File: src/rtl/immgen_pipe.sv
// immgen_pipe: RISC-V immediate generator with a registered output stage and
// a one-entry skid buffer. Decode is combinational on i_inst; the decoded
// entry lands in the main register one cycle after accept.
// Optional feature: define IMMGEN_PIPE_ZICSR_EN to decode SYSTEM (1110011)
// as CSR immediates; otherwise that opcode is reported illegal.
module immgen_pipe #(
  parameter int XLEN  = 32,
  parameter int TYPEW = 3
) (
  input  logic             i_clk,
  input  logic             i_rst_n,
  input  logic             i_flush,
  input  logic             i_valid,
  output logic             o_ready,
  input  logic [31:0]      i_inst,
  output logic             o_valid,
  input  logic             i_ready,
  output logic [XLEN-1:0]  o_imm,
  output logic [TYPEW-1:0] o_imm_type,
  output logic             o_illegal
);

  typedef struct packed {
    logic [XLEN-1:0]  imm;
    logic [TYPEW-1:0] typ;
    logic             illegal;
  } entry_t;

  localparam logic [TYPEW-1:0] T_NONE = TYPEW'(0);
  localparam logic [TYPEW-1:0] T_I    = TYPEW'(1);
  localparam logic [TYPEW-1:0] T_S    = TYPEW'(2);
  localparam logic [TYPEW-1:0] T_B    = TYPEW'(3);
  localparam logic [TYPEW-1:0] T_U    = TYPEW'(4);
  localparam logic [TYPEW-1:0] T_J    = TYPEW'(5);
`ifdef IMMGEN_PIPE_ZICSR_EN
  localparam logic [TYPEW-1:0] T_CSRZ = TYPEW'(6);
`endif
  localparam bit RV64 = (XLEN == 64);

  entry_t dec, main_q, skid_q;
  logic   main_v, skid_v;
  logic   accept, xfer;

  logic [6:0]         opc;
  logic signed [11:0] imm_i, imm_s;
  logic signed [12:0] imm_b;
  logic signed [20:0] imm_j;
  logic signed [31:0] imm_u;

  assign opc   = i_inst[6:0];
  assign imm_i = i_inst[31:20];
  assign imm_s = {i_inst[31:25], i_inst[11:7]};
  assign imm_b = {i_inst[31], i_inst[7], i_inst[30:25], i_inst[11:8], 1'b0};
  assign imm_j = {i_inst[31], i_inst[19:12], i_inst[20], i_inst[30:21], 1'b0};
  assign imm_u = {i_inst[31:12], 12'b0};

  // Combinational decode of the offered instruction; unknown opcodes
  // (including any with inst[1:0] != 2'b11) fall through to illegal.
  always_comb begin
    dec.imm     = '0;
    dec.typ     = T_NONE;
    dec.illegal = 1'b0;
    unique casez (opc)
      7'b0010011, 7'b0000011, 7'b1100111: begin
        dec.imm = XLEN'(imm_i);
        dec.typ = T_I;
      end
      7'b0011011: begin
        if (RV64) begin
          dec.imm = XLEN'(imm_i);
          dec.typ = T_I;
        end else begin
          dec.illegal = 1'b1;
        end
      end
      7'b0100011: begin
        dec.imm = XLEN'(imm_s);
        dec.typ = T_S;
      end
      7'b1100011: begin
        dec.imm = XLEN'(imm_b);
        dec.typ = T_B;
      end
      7'b1101111: begin
        dec.imm = XLEN'(imm_j);
        dec.typ = T_J;
      end
      7'b0110111, 7'b0010111: begin
        dec.imm = XLEN'(imm_u);
        dec.typ = T_U;
      end
      7'b0110011: ;
      7'b0111011: dec.illegal = !RV64;
`ifdef IMMGEN_PIPE_ZICSR_EN
      7'b1110011: begin
        if (i_inst[14]) begin
          dec.imm = XLEN'(i_inst[19:15]);
          dec.typ = T_CSRZ;
        end else begin
          dec.imm = XLEN'(imm_i);
          dec.typ = T_I;
        end
      end
`endif
      default: dec.illegal = 1'b1;
    endcase
  end

  assign accept = i_valid && o_ready;
  assign xfer   = main_v && i_ready;

  // Main/skid occupancy and data. Skid only fills while main is stalled,
  // and drains into main on the next transfer, so ordering is preserved.
  always_ff @(posedge i_clk or negedge i_rst_n) begin
    if (!i_rst_n) begin
      main_v <= 1'b0;
      skid_v <= 1'b0;
      main_q <= '0;
      skid_q <= '0;
    end else if (i_flush) begin
      main_v <= 1'b0;
      skid_v <= 1'b0;
    end else if (xfer) begin
      if (skid_v) begin
        main_q <= skid_q;
        skid_v <= 1'b0;
      end else if (accept) begin
        main_q <= dec;
      end else begin
        main_v <= 1'b0;
      end
    end else if (accept) begin
      if (!main_v) begin
        main_q <= dec;
        main_v <= 1'b1;
      end else begin
        skid_q <= dec;
        skid_v <= 1'b1;
      end
    end
  end

  assign o_ready    = !skid_v;
  assign o_valid    = main_v;
  assign o_imm      = main_q.imm;
  assign o_imm_type = main_q.typ;
  assign o_illegal  = main_q.illegal;

endmodule

File: config.mk
export PLATFORM = sky130hd
export DESIGN_NAME = immgen_pipe
export DESIGN_NICKNAME = d
export VERILOG_FILES = /design/src/rtl/immgen_pipe.sv
export SDC_FILE = /design/constraint.sdc
export NUM_CORES = 1
export LEC_CHECK = 0
export ABC_AREA = 1
export CORE_MARGIN = 3
export CORE_UTILIZATION = 51
export CTS_CLUSTER_DIAMETER = 150
export DETAILED_ROUTE_END_ITERATION = 10
export MAX_ROUTING_LAYER = met4
export PLACE_DENSITY_LB_ADDON = 0.12
export SLEW_MARGIN = 40
export SYNTH_ARGS = -nofsm -noshare
export SYNTH_HDL_FRONTEND = slang
export SYNTH_SLANG_ARGS = --single-unit
File: constraint.sdc
create_clock -name i_clk -period 4.1 [get_ports i_clk]
set_clock_uncertainty 0.05 [all_clocks]
set_input_delay 0.41 -clock i_clk [delete_from_list [all_inputs] [get_ports i_clk]]
set_output_delay 0.41 -clock i_clk [all_outputs]
set_load 0.02 [all_outputs]
Yosys cells after proc, flatten, opt, wreduce, memory -nomap -nowiden --
Index checks and enable logic that the tools add are counted.
Word-level totals: output and inout bits 38, bits in registers 74, memory bits (writable) 0, memories 0, latch bits 0, logic and storage cells 52, memory bits (read-only) 0
Operators by class: $lt $le $gt $ge 0, equal/unequal tests 12, $mul 0, reduce and logical (&&, ||, !) cells 14, shifts and indexed selects 0, $add $sub $neg 0, divide/modulo/power cells 0, muxes and demuxes 16, bitwise gates (word level) 2
Operators by type and width (count):
- $mux 36 | 5
- $pmux 35 s5 | 1
- $eq 7x6->1 const B | 3
- $eq 7x7->1 const B | 3
- $eq 7x5->1 const B | 2
- $mux 1 | 10
- $reduce_or 9->1 | 1
- $reduce_and 4->1 | 2
- $eq 7x2->1 const B | 1
- $ne 3x3->1 const B | 2
- $reduce_bool 3->1 | 2
- $reduce_bool 2->1 | 2
- $reduce_and 3->1 | 1
- $reduce_or 3->1 | 1
- $logic_and 1x1->1 | 2
- $ne 2x1->1 const B | 1
- $not 1->1 | 2
- $reduce_and 2->1 | 1
- $reduce_or 2->1 | 1
- $logic_not 1->1 | 1

Longest topological paths before layout --
depth in word-level cells 6, mapped depth 11, depth with buffers taken out 11

Worst setup path before layout --
No wires, ideal clock.
kind flip-flop to flip-flop, start point reg main_v (netlist: o_valid), end point reg main_q (netlist bit o_imm[11]), buffers on the path 1, library setup time 0.116 ns, arrival time 1.296 ns, setup slack 2.638 ns, stages on the path, launching flop included 9, cells stage by stage dfrtp_1 nand2_1 nor2_4 inv_2 buf_2 nor2_1 nor2_1 nand2_1 nand2_1
Between the ends: word-level cells in the longest chain between the ends 3, elaborated cells between the ends (all ways) 5
Ends and longest elaborated chain:
- from (decl) | line 41 | logic main_v, skid_v;
- from (signal assigned) | line 116 | main_v <= 1'b0;
- from (signal assigned) | line 121 | main_v <= 1'b0;
- from (signal assigned) | line 130 | main_v <= 1'b0;
- $logic_and 1x1->1 | line 110 | assign xfer = main_v && i_ready;
- $ne 2x1->1 (no line) / $reduce_bool 2->1 (equally long branches)
- $reduce_and 4->1 (no line)
- to (signal assigned) | line 125 | main_q <= skid_q;
- to (decl) | line 40 | entry_t dec, main_q, skid_q;
Parallel ways exist; a longest one is shown, timed or not. A chain may end at the register's enable or synchronous reset.

Worst setup path after layout --
start point in i_valid, end point reg skid_q[6] (netlist bit)
Between the ends: word-level cells in the longest chain between the ends 2
Ends and longest elaborated chain:
- from (decl) | line 13 | input logic i_valid,
- $logic_and 1x1->1 | line 109 | assign accept = i_valid && o_ready;
- $reduce_and 4->1 (no line)
- to (signal assigned) | line 119 | skid_q <= '0;
- to (signal assigned) | line 137 | skid_q <= dec;
- to (decl) | line 40
No other way between the ends.

==> metrics.csv <==
metric,value,unit
status,"finished, violations left",
failing checks,hold timing,
clock latency on the worst-skew pair,0.35,ns
vias in the first global route,3367,
fraction of registers with async set/reset,1.000,
syn avg cell area,7.493,um^2
"top cells by area, synth","dfrtp_1 (48%), nand2_1 (14%), nor2_1 (8.9%), nand3_1 (7.5%), a21oi_1 (3.6%)",
CTS tree,yes,
largest area contributor in the netlist,dfrtp_1,
period utilisation layout,0.6206,
register area share after synthesis,0.4771,
Max clock buf depth,2,
Peak supply drop,193.4,uV
vias per inst,5.304,
Post-Synthesis Cells,518,
CTS Buf Count,9,
max cap viols,0,
Die X,93.24,um
Die Ht,93.24,um
largest net degree at the start of global routing,65,
global-route usage over all layers,0.2392,
average wire per standard cell,13.75,um
nets@finish,616,
"commonest non-fill, non-tap cells in the layout","nand2_1 (149), nor2_1 (92), dfrtp_1 (74)",
# resized after CTS,0,
Final Max Tran Viols,0,
Sink Count,74,
kind of critical path,in2reg,
"Max FO, Critical Path",27,
DRT Pass-1 Iters,6,
CP startpoint kind,input port,
Synth Flop Type,dfrtp_1,
Vias,3617,
# DRC,0,
DP Area,0.004607,mm^2
Placer Congestion,0.8821,
Slew HR,0.4996,
Initial Util,0.5294,
Crit path required time,4.27,ns
Pwr Total,0.001906,W
post-route cell area,0.004826,mm^2
IO Port Bufs,74,
Root Buffer,clkbuf_8,
hold crit path type,in2async,
initial antenna violation count,0,
final hold vios,24,
crit path capture type,register,
antenna diode count,0,
WL final,9376,um
pwr/cell area,395.0,mW/mm^2
layout cells sized above 1,0.07376,
1st-iter DRT viols,256,
Mapped Nets,555,
"most common cell after layout, fill and taps aside",nand2_1,
Post-synth EDFFs,0,
RSZ-0062 raised after global routing,false,
Fin Hold WS,-0.01694,ns
Antenna Nets Post-Route,0,
number of hold buffers added after cts,0,
Yosys reg bits,74,
IO Pins,75,
Least-Margin Pin Slew,0.7460,ns
Synthesis Warnings,0,
Final min period,2.544,ns
count of different cell masters after synthesis,27,
final core occ,0.6583,
Congestion Overflow GR,0,
Final setup viols,0,
row count,31,
Die Area,0.008693,mm^2
Synth top area share,0.4771,
fmax,393.0,MHz
leak pwr,2.550,nW
Mapped Area,0.003881,mm^2
filler cell count in the final layout,633,
Critical Path AT,2.72,ns
H-tree levels,3,
setup TNS,0,ns
first-pass GRT wire length,15950,um
core area,0.007331,mm^2
area delta synth->final,24.34,%
DP Wirelength,6319,um
clock-pin slew on the worst setup and hold paths,0.08,ns
Post-CTS Setup Bufs,0,
report_power, final:
| part | switching, W | internal [W] |
|---|---|---|
| combinational | 0.000203 | 0.000170 |
| sequential | 0.0000603 | 0.000845 |
| clock | 0.000270 | 0.000357 |
layer usage:
metal	vias up	wire length, um	part of all wire	GRT usage
met1	1653	4221	0.45	0.3288
li1	1794	-	-	-
met4	0	198	0.021	0.09768
met5	-	0	0	-
met3	17	613	0.065	0.03298
met2	153	4342	0.46	0.3597
layout make-up:
cell class                 instances  area [um^2]  area share
clock buffer                      11        141.4     0.02930
clock inverter                     4        76.32     0.01582
inverter                          29        110.1     0.02282
multi-input combinational        386         1747      0.3619
sequential                        74         1852      0.3837
tap                               99        123.9     0.02567
timing repair buffer              79        775.7      0.1607
path summary, 6_finish.rpt:
path	from	to	slack, ns	cells past startpoint
worst max-delay path	i_valid	skid_q[6]$_DFFE_PN0P_	1.56	8
worst min-delay path	i_rst_n	o_imm[15]$_DFFE_PN0P_	-0.02	1
worst max register to register	o_valid$_DFFE_PN0P_	skid_q[6]$_DFFE_PN0P_	1.64	7
worst min register to register	o_imm[18]$_DFFE_PN0P_	o_imm[18]$_DFFE_PN0P_	0.43	2
max in group asynchronous	i_rst_n	skid_q[35]$_DFFE_PN0P_	3.17	2
min in group i_clk	o_imm[18]$_DFFE_PN0P_	o_imm[18]$_DFFE_PN0P_	0.43	2
kinds of logic after synthesis:
family,synth area share
AND/OR/NAND/NOR,0.3562
buffers and inverters,0.07479
AO/OA/AOI/OAI,0.09188
flip-flops,0.4771
registers in the layout, indices dropped and copies added, names as in the netlist:
| name | flops |
|---|---|
| o_illegal | 1 |
| skid_v | 1 |
| o_imm | 32 |
| skid_q | 36 |
| o_valid | 1 |
| o_imm_type | 3 |
cells in the mapped netlist, types with 3 or more instances:
cell / number
inv_1: 22
a31oi_1: 17
buf_2: 19
nand3_1: 58
dfrtp_1: 74
buf_6: 6
nor2_1: 92
o21ai_1: 6
nand2_2: 6
nand4_1: 9
nand2_4: 3
nand2_1: 149
a21oi_1: 28
inv_2: 6
o21ai_0: 7
per-stage QoR:
| stage | instances | setup slack [ns] |
|---|---|---|
| finish | 682 | 1.556 |
| global route | 682 | 1.311 |
| CTS | 682 | 1.593 |
| detailed placement | 667 | 1.255 |
| global placement | 667 | 1.317 |
| floorplan | 518 | 2.638 |
worst max-delay path, stage by stage:
cell	delay, ns
clkdlybuf4s50_1	0.41
inv_1	0.06
nor2_1	0.08
nand3_1	0.37
clkinv_1	0.73
buf_4	0.47
nor2_1	0.12
a31oi_1	0.05
(Power assumes the default switching activity.)
